<file path="config.mk">
export PLATFORM = sky130hd
export DESIGN_NAME = regfile_wr_arbiter_flat
export DESIGN_NICKNAME = d
export VERILOG_FILES = /design/src/rtl/regfile_pkg.sv /design/src/rtl/regfile_wr_arbiter_if.sv /design/src/rtl/wb_hold_buffer.sv /design/src/rtl/regfile_wr_arbiter.sv /design/src/flat_wrapper.sv
export SDC_FILE = /design/constraint.sdc
export NUM_CORES = 1
export LEC_CHECK = 0
export CORE_MARGIN = 2
export CORE_UTILIZATION = 45
export DETAILED_ROUTE_END_ITERATION = 10
export PLACE_DENSITY = 0.8
export SLEW_MARGIN = 15
export SYNTH_ARGS = -nofsm -noshare
export SYNTH_HDL_FRONTEND = slang
export SYNTH_SLANG_ARGS = --single-unit
</file>
<file path="constraint.sdc">
create_clock -name clk -period 2.7 [get_ports clk]
set_clock_uncertainty 0.2 [all_clocks]
set_input_delay 0.54 -clock clk [delete_from_list [all_inputs] [get_ports clk]]
set_output_delay 0.54 -clock clk [all_outputs]
set_load 0.01 [all_outputs]
</file>
<file path="src/rtl/regfile_pkg.sv">
// rtl/regfile_pkg.sv - shared widths and hold-buffer state type for the writeback arbiter
package regfile_pkg;

  localparam int W = 8;
  localparam int N = 5;

  typedef enum logic {
    EMPTY = 1'b0,
    FULL  = 1'b1
  } hold_state_t;

endpackage

</file>
<file path="src/rtl/regfile_wr_arbiter_if.sv">
// rtl/regfile_wr_arbiter_if.sv - requester handshakes, register-file write port and decode snoop
interface regfile_wr_arbiter_if
  import regfile_pkg::*;
  ();

  logic         req0_valid;
  logic [N-1:0] req0_reg;
  logic [W-1:0] req0_data;
  logic         req0_ready;

  logic         req1_valid;
  logic [N-1:0] req1_reg;
  logic [W-1:0] req1_data;
  logic         req1_ready;

  logic         write;
  logic [N-1:0] wreg;
  logic [W-1:0] wdata;

  logic [N-1:0] rreg1;
  logic [N-1:0] rreg2;
  logic         rd1_pend;
  logic         rd2_pend;

  modport slave (
    input  req0_valid, req0_reg, req0_data,
    input  req1_valid, req1_reg, req1_data,
    input  rreg1, rreg2,
    output req0_ready, req1_ready,
    output write, wreg, wdata,
    output rd1_pend, rd2_pend
  );

  modport master (
    output req0_valid, req0_reg, req0_data,
    output req1_valid, req1_reg, req1_data,
    output rreg1, rreg2,
    input  req0_ready, req1_ready,
    input  write, wreg, wdata,
    input  rd1_pend, rd2_pend
  );

endinterface

</file>
<file path="src/rtl/wb_hold_buffer.sv">
// rtl/wb_hold_buffer.sv - single-entry writeback hold buffer; load wins over drain on the same edge
module wb_hold_buffer
  import regfile_pkg::*;
(
  input  logic         clk,
  input  logic         reset,
  input  logic         load,
  input  logic         drain,
  input  logic [N-1:0] load_reg,
  input  logic [W-1:0] load_data,
  output logic         hold_valid,
  output logic [N-1:0] hold_reg,
  output logic [W-1:0] hold_data
);

  hold_state_t  state_q, state_d;
  logic [N-1:0] reg_q, reg_d;
  logic [W-1:0] data_q, data_d;

  always_comb begin
    state_d = state_q;
    reg_d   = reg_q;
    data_d  = data_q;
    if (load) begin
      state_d = FULL;
      reg_d   = load_reg;
      data_d  = load_data;
    end else if (drain) begin
      state_d = EMPTY;
    end
  end

  always_ff @(posedge clk or negedge reset) begin
    if (!reset) begin
      state_q <= EMPTY;
      reg_q   <= '0;
      data_q  <= '0;
    end else begin
      state_q <= state_d;
      reg_q   <= reg_d;
      data_q  <= data_d;
    end
  end

  assign hold_valid = (state_q == FULL);
  assign hold_reg   = reg_q;
  assign hold_data  = data_q;

endmodule

</file>
<file path="src/rtl/regfile_wr_arbiter.sv">
// rtl/regfile_wr_arbiter.sv - round-robin arbiter sharing the register-file write port between ALU and load writeback
module regfile_wr_arbiter
  import regfile_pkg::*;
(
  input  logic                  clk,
  input  logic                  reset,
  regfile_wr_arbiter_if.slave   bus
);

  logic         v0, v1;
  logic [N-1:0] r0, r1;
  logic [W-1:0] d0, d1;
  logic         grant0, grant1;
  logic         acc0, acc1;
  logic         rr_last_q, rr_last_d;
  logic         age_q, age_d;

  wb_hold_buffer u_hold0 (
    .clk       (clk),
    .reset     (reset),
    .load      (acc0),
    .drain     (grant0),
    .load_reg  (bus.req0_reg),
    .load_data (bus.req0_data),
    .hold_valid(v0),
    .hold_reg  (r0),
    .hold_data (d0)
  );

  wb_hold_buffer u_hold1 (
    .clk       (clk),
    .reset     (reset),
    .load      (acc1),
    .drain     (grant1),
    .load_reg  (bus.req1_reg),
    .load_data (bus.req1_data),
    .hold_valid(v1),
    .hold_reg  (r1),
    .hold_data (d1)
  );

  // Same destination must commit oldest-first; otherwise alternate away from the last winner.
  always_comb begin
    grant0 = 1'b0;
    grant1 = 1'b0;
    if (v0 && v1) begin
      if (r0 == r1) begin
        grant0 = !age_q;
        grant1 = age_q;
      end else begin
        grant0 = rr_last_q;
        grant1 = !rr_last_q;
      end
    end else begin
      grant0 = v0;
      grant1 = v1;
    end
  end

  assign bus.req0_ready = !v0 || grant0;
  assign bus.req1_ready = !v1 || grant1;
  assign acc0 = bus.req0_valid && bus.req0_ready;
  assign acc1 = bus.req1_valid && bus.req1_ready;

  assign bus.write = v0 | v1;
  assign bus.wreg  = grant0 ? r0 : (grant1 ? r1 : '0);
  assign bus.wdata = grant0 ? d0 : (grant1 ? d1 : '0);

  assign bus.rd1_pend = (v0 && (r0 == bus.rreg1)) || (v1 && (r1 == bus.rreg1));
  assign bus.rd2_pend = (v0 && (r0 == bus.rreg2)) || (v1 && (r1 == bus.rreg2));

  always_comb begin
    rr_last_d = rr_last_q;
    if (grant0) begin
      rr_last_d = 1'b0;
    end else if (grant1) begin
      rr_last_d = 1'b1;
    end
  end

  // age = 1 means entry 1 is older; a fresh load behind a still-full partner is the younger.
  always_comb begin
    age_d = age_q;
    if (acc0 && acc1) begin
      age_d = 1'b0;
    end else if (acc0 && v1 && !grant1) begin
      age_d = 1'b1;
    end else if (acc1 && v0 && !grant0) begin
      age_d = 1'b0;
    end
  end

  always_ff @(posedge clk or negedge reset) begin
    if (!reset) begin
      rr_last_q <= 1'b1;
      age_q     <= 1'b0;
    end else begin
      rr_last_q <= rr_last_d;
      age_q     <= age_d;
    end
  end

endmodule

</file>
<file path="src/flat_wrapper.sv">
// flat-port wrapper written by rule: the top's interface ports become plain ports
module regfile_wr_arbiter_flat import regfile_pkg::*;
  (clk, reset, bus_req0_valid, bus_req0_reg, bus_req0_data, bus_req1_valid, bus_req1_reg, bus_req1_data, bus_rreg1, bus_rreg2, bus_req0_ready, bus_req1_ready, bus_write, bus_wreg, bus_wdata, bus_rd1_pend, bus_rd2_pend);
  regfile_wr_arbiter_if bus_i ();
  input  logic clk;
  input  logic reset;
  input wire logic [$bits(bus_i.req0_valid)-1:0] bus_req0_valid;
  input wire logic [$bits(bus_i.req0_reg)-1:0] bus_req0_reg;
  input wire logic [$bits(bus_i.req0_data)-1:0] bus_req0_data;
  input wire logic [$bits(bus_i.req1_valid)-1:0] bus_req1_valid;
  input wire logic [$bits(bus_i.req1_reg)-1:0] bus_req1_reg;
  input wire logic [$bits(bus_i.req1_data)-1:0] bus_req1_data;
  input wire logic [$bits(bus_i.rreg1)-1:0] bus_rreg1;
  input wire logic [$bits(bus_i.rreg2)-1:0] bus_rreg2;
  output wire logic [$bits(bus_i.req0_ready)-1:0] bus_req0_ready;
  output wire logic [$bits(bus_i.req1_ready)-1:0] bus_req1_ready;
  output wire logic [$bits(bus_i.write)-1:0] bus_write;
  output wire logic [$bits(bus_i.wreg)-1:0] bus_wreg;
  output wire logic [$bits(bus_i.wdata)-1:0] bus_wdata;
  output wire logic [$bits(bus_i.rd1_pend)-1:0] bus_rd1_pend;
  output wire logic [$bits(bus_i.rd2_pend)-1:0] bus_rd2_pend;
  assign bus_i.req0_valid = bus_req0_valid;
  assign bus_i.req0_reg = bus_req0_reg;
  assign bus_i.req0_data = bus_req0_data;
  assign bus_i.req1_valid = bus_req1_valid;
  assign bus_i.req1_reg = bus_req1_reg;
  assign bus_i.req1_data = bus_req1_data;
  assign bus_i.rreg1 = bus_rreg1;
  assign bus_i.rreg2 = bus_rreg2;
  assign bus_req0_ready = bus_i.req0_ready;
  assign bus_req1_ready = bus_i.req1_ready;
  assign bus_write = bus_i.write;
  assign bus_wreg = bus_i.wreg;
  assign bus_wdata = bus_i.wdata;
  assign bus_rd1_pend = bus_i.rd1_pend;
  assign bus_rd2_pend = bus_i.rd2_pend;
  regfile_wr_arbiter u_core (.clk(clk), .reset(reset), .bus(bus_i));
endmodule
</file>
# Word-level counts from Yosys, hierarchy flattened

Cells that the tools add are included.

Eq/ne operators: 5
Multiplexer cells: 17
Bitwise operators: 1
Reduce and logical (&&, ||, !) cells: 26

Operators with widths:

| kind               | count |
|---|---|
| 5-bit == test      | 5 |
| 8-bit 2-to-1 mux   | 2 |
| 1-bit 2-to-1 mux   | 13 |
| 1-bit logical AND  | 12 |
| 5-bit 2-to-1 mux   | 2 |
| 1-bit zero test    | 6 |
| 2-bit nonzero test | 3 |
| 1-bit logical OR   | 4 |
| 3-bit nonzero test | 1 |
| 1-bit bitwise OR   | 1 |

Register bits: 30
Input port bits: 40
Output and inout bits: 18
Logic and storage cells: 57

# Longest topological paths before layout

Word-level depth: 10
Gate-level depth with buffers: 6
Gate-level depth less buffers: 5

# Hierarchy

Synthesis repeated with hierarchy kept, for this count alone.

Cells, all modules: 135
Area total of the unflattened synthesis: 1,685.4 um^2

By module, submodules not included:

| module             | instances | cells an instance | area an instance (um^2) | seq. area each (um^2) |
|---|---|---|---|---|
| wb_hold_buffer     | 2         | 30                | 520.5                   | 350.3 |
| regfile_wr_arbiter | 1         | 75                | 644.4                   | 51.3 |

# Worst setup path after synthesis

OpenSTA, ideal clock, no wires.

Kind: register -> output
Start: register u_core.u_hold1.reg_q[4], in the netlist u_core.u_hold1.hold_reg[4]
End: output port bus_wdata[1]
Arrival time: 1.824 ns
Required time: 1.960 ns
Slack: 0.136 ns
Stages on the path, launching flop included: 7
Buffers on the path: 1
Cell sequence: dfrtp_1 xor2_1 or2_0 or3_4 a31oi_1 buf_4 a22o_1

Cells in the longest elaborated chain, start to end: 5
Elaborated cells on any way between the ends: 7
Those cells by class: eq/ne (1); mux (6)

Ends and longest elaborated chain:

| element                | line                     | text |
|---|---|---|
| from (decl)            | wb_hold_buffer.sv:17     | `logic [N-1:0] reg_q, reg_d;` |
| from (signal assigned) | wb_hold_buffer.sv:40     | `reg_q <= reg_d;` |
| 5-bit == test *        | regfile_wr_arbiter.sv:47 | `if (r0 == r1) begin` |
| 1-bit 2-to-1 mux       | regfile_wr_arbiter.sv:47 |  |
| 1-bit 2-to-1 mux       | regfile_wr_arbiter.sv:46 | `if (v0 && v1) begin` |
| 8-bit 2-to-1 mux       | regfile_wr_arbiter.sv:67 | `assign bus.wdata = grant0 ? d0 : (grant1 ? d1 : '0);` |
| 8-bit 2-to-1 mux *     | regfile_wr_arbiter.sv:67 |  |
| to (decl)              | flat_wrapper.sv:19       | `output wire logic [$bits(bus_i.wdata)-1:0] bus_wdata;` |

Mark *: on every way between the ends. The rest lies on a longest branch, timed or not.

# Worst setup path in the final report

Start: register u_core.u_hold0.reg_q[4], in the netlist u_core.u_hold0.hold_reg[4]
End: output port bus_wdata[2]

Cells in the longest elaborated chain, start to end: 5
Elaborated cells on any way between the ends: 7
Those cells by class: eq/ne (1); mux (6)

Ends and longest elaborated chain:

| element                | line |
|---|---|
| from (decl)            | wb_hold_buffer.sv:17 |
| from (signal assigned) | wb_hold_buffer.sv:40 |
| 5-bit == test *        | regfile_wr_arbiter.sv:47 |
| 1-bit 2-to-1 mux       | regfile_wr_arbiter.sv:47 |
| 1-bit 2-to-1 mux       | regfile_wr_arbiter.sv:46 |
| 8-bit 2-to-1 mux       | regfile_wr_arbiter.sv:67 |
| 8-bit 2-to-1 mux *     | regfile_wr_arbiter.sv:67 |

Marked as above.

==> results.md <==
- Drc violations: 0
- HP Class: reg2reg
- Final WL: 4.50 mm
- Least-Margin Pin Slew: 386 ps
- Slew margin rel.: ~74%
- Setup TNS: -3570 ps
- CTS buffer count: 5
- P_sw: slightly above 800 uW
- Grt total ovfl: 0
- Clk network pwr share: 20.4%
- Synth area leader: dfrtp_1
- Comb pwr share: around half
- FMAX: 333 MHz
- Final instance area: roughly 2500 um^2
- Util after Layout: approximately three quarters
- Worst Path Max Fanout: 5
- Area contributors post-synth: dfrtp_1, mux2_2, a22o_1
- Pleak: approximately 0.0011 uW
- Initial Util: 47.7%
- Power consumption: 2340 uW
- CTS tree: yes
- Post-synth EDFFs: 0
- Layout overhead on the synthesized area: 53.5%
- Synth top area share: approximately 45%
- Core Region: around 3400 um^2
- Critical path startpoint category: flip-flop
- DP HPWL: 3.31 mm
- Post-synth cell types: 29
- Die footprint: ~4100 um^2
- CP cell instances: xor2_1 > or2_1 > or3_4 > a31oi_4 > buf_6 > a22o_1 > buf_2
- Initial antenna violation count: 0
- Die W: roughly 64 um
- DR vias: approximately 1400
- Slew Limit Fails: 0
- Hold Buf Count CTS: 0
- Fin crit share: 111%
- Power share of the sequential group: 29.6%
- Largest stage delay on the critical path: about 400 ps
- Post-route ant nets: 0
- Pint: between 1500 and 2000 uW
- Mapped cell area: around 1600 um^2
- Pin count of the biggest net entering global routing: 31
- Synth Flop Type: dfrtp_1
- Slowest cell on crit path: dfrtp_1
- CTS Sinks: 30
- 1st-iter DRT viols: 60
- Pre-antenna DRT Iters: 4
- WP data required: roughly 2000 ps
- Cell Area, Placed: 2380 um^2
- Layout cells sized above 1: 41.0%
- Final hold violations: 0
- Antenna cells: 0
- Die Height: 64.2 um
- Setup ws final: -302 ps
- Fin crit period: ~3000 ps
- Most frequent cells in the layout: clkdlybuf4s50_1, dfrtp_1, mux2_2, buf_4
- Peak VDD IR: between 400 and 500 uV
- Core Rows: 21
- Crit path kind: reg2out
- Status: finished, violations left
- Worst EP arrival: ~2300 ps
- Sequential area share after synthesis: a little under half
- Clk_lat worst skew: about 350 ps
- H-tree depth: 2
- Synthesized Nets: 172
- Mapped Avg Cell Area: 12.3 um^2
- Post-DR vias/cell: 5.38
- First-pass GRT wire length: ~7.6 mm
- Routed len/inst: 17.1 um
- Crit. End Element: primary output
- Clock Tree Root: clkbuf_4
- Routability Congestion: a little over 0.8
- R2R Setup Slk: between 200 and 300 ps
- Pwr dens: ~940 nW/um^2
- Synthesized flop and latch total: 30
- Commonest non-fill, non-tap cell in the layout: clkdlybuf4s50_1
- Vias in the first global route: around 1600
- PortBufs: 57
- I/O pin cnt: between 50 and 60
- Max-cap viol count: 0
- Failing checks: negative setup slack
- Ys async rst share: 100%
- Fraction of power spent switching nets: 34.6%
- Mapped Cells: ~130
- Yosys Warn Count: 0
- Worst-path clk slew: roughly 100 ps
- GRT Total Usage: 24.5%
- Post-layout nets: around 260
- Final setup fails: 14
- RSZ-0062 raised after global routing: true
- Clock buffer depth: 2
## kinds of logic after synthesis
family / share of synthesized area, %
flip-flops: 46.2
AO/OA/AOI/OAI: 13.4
multiplexers: 18.0
XOR/XNOR: 13.4
AND/OR/NAND/NOR: 6.60
buffers and inverters: 2.38
## critical path: cells and delay by family (launching register included)
family | cells | cell delay, ps
AO/OA/AOI/OAI | 2 | 410
buffers and inverters | 2 | 290
XOR/XNOR | 1 | 170
AND/OR/NAND/NOR | 2 | 630
flip-flops | 1 | 400
## power groups by stage
stage          clock network (uW)  registers (uW)  logic (uW)
2_1_floorplan                   0             701         603
3_3_place_gp                    0             683        1130
3_5_place_dp                    0             692        1160
4_1_cts                       487             689        1140
5_1_grt                       504             709        1270
6_report                      478             694        1170
## through the flow
step | hold WS (ps) | worst slack (ps) | instances
finish | 317 | -302 | 263
global route | 339 | -397 | 263
CTS | 319 | -319 | 262
detailed placement | 295 | -304 | 251
global placement | 290 | -245 | 251
floorplan | 44.4 | 136 | 132
## final timing paths
path,start,to,cells past startpoint
setup / recovery,u_core.u_hold0.hold_reg[4]$_DFFE_PN0N_,bus_wdata[2],7
hold reg to reg,u_core.u_hold1.hold_data[1]$_DFFE_PN0P_,u_core.u_hold1.hold_data[1]$_DFFE_PN0P_,1
setup reg to reg,u_core.u_hold0.hold_reg[4]$_DFFE_PN0N_,u_core.u_hold0.hold_data[4]$_DFFE_PN0N_,7
min in group asynchronous,reset,u_core.u_hold0.hold_data[1]$_DFFE_PN0N_,2
max in group asynchronous,reset,u_core.rr_last_q$_DFFE_PN1P_,2
hold / removal,u_core.u_hold1.hold_data[1]$_DFFE_PN0P_,u_core.u_hold1.hold_data[1]$_DFFE_PN0P_,1
## cell type report
cell class | count | area [um^2]
Multi-Input combinational cell | 96 | 886
Sequential cell | 30 | 752
Inverter | 2 | 7.51
Clock buffer | 6 | 51.3
Tap cell | 46 | 57.6
Timing Repair Buffer | 81 | 687
Clock inverter | 2 | 60.1
Fill cell | 243 | 915
## Yosys cell counts (2+ instances only)
library cell,number
dfrtp_1,29
a22o_1,13
nor4_1,2
buf_4,2
and3_1,2
mux2_2,26
o31ai_1,2
nand4_1,2
xnor2_1,13
inv_1,2
xor2_1,12
nand3_1,3
a21o_1,2
nand2_1,4
or2_2,2
o21ai_0,3
## routing by layer
| metal | track usage (%) | up-vias | share of wire (%) | wire [um] |
|---|---|---|---|---|
| li1 | - | 650 | - | - |
| met1 | 26.9 | 700 | 39 | 1760 |
| met2 | 44.9 | 54 | 52 | 2360 |
| met3 | 6.34 | 11 | 5.8 | 262 |
| met4 | 9.31 | 0 | 2.6 | 118 |
| met5 | 0 | - | 0 | 0 |
## timing repair
item | in CTS | in global routing
setup endpoints to repair | 17 | 17
gates resized for setup | 75 | 12
setup buffers | 2 | 2
pin swaps | 17 | 5
gates cloned | 1 | 0
(Power assumes the default switching activity.)
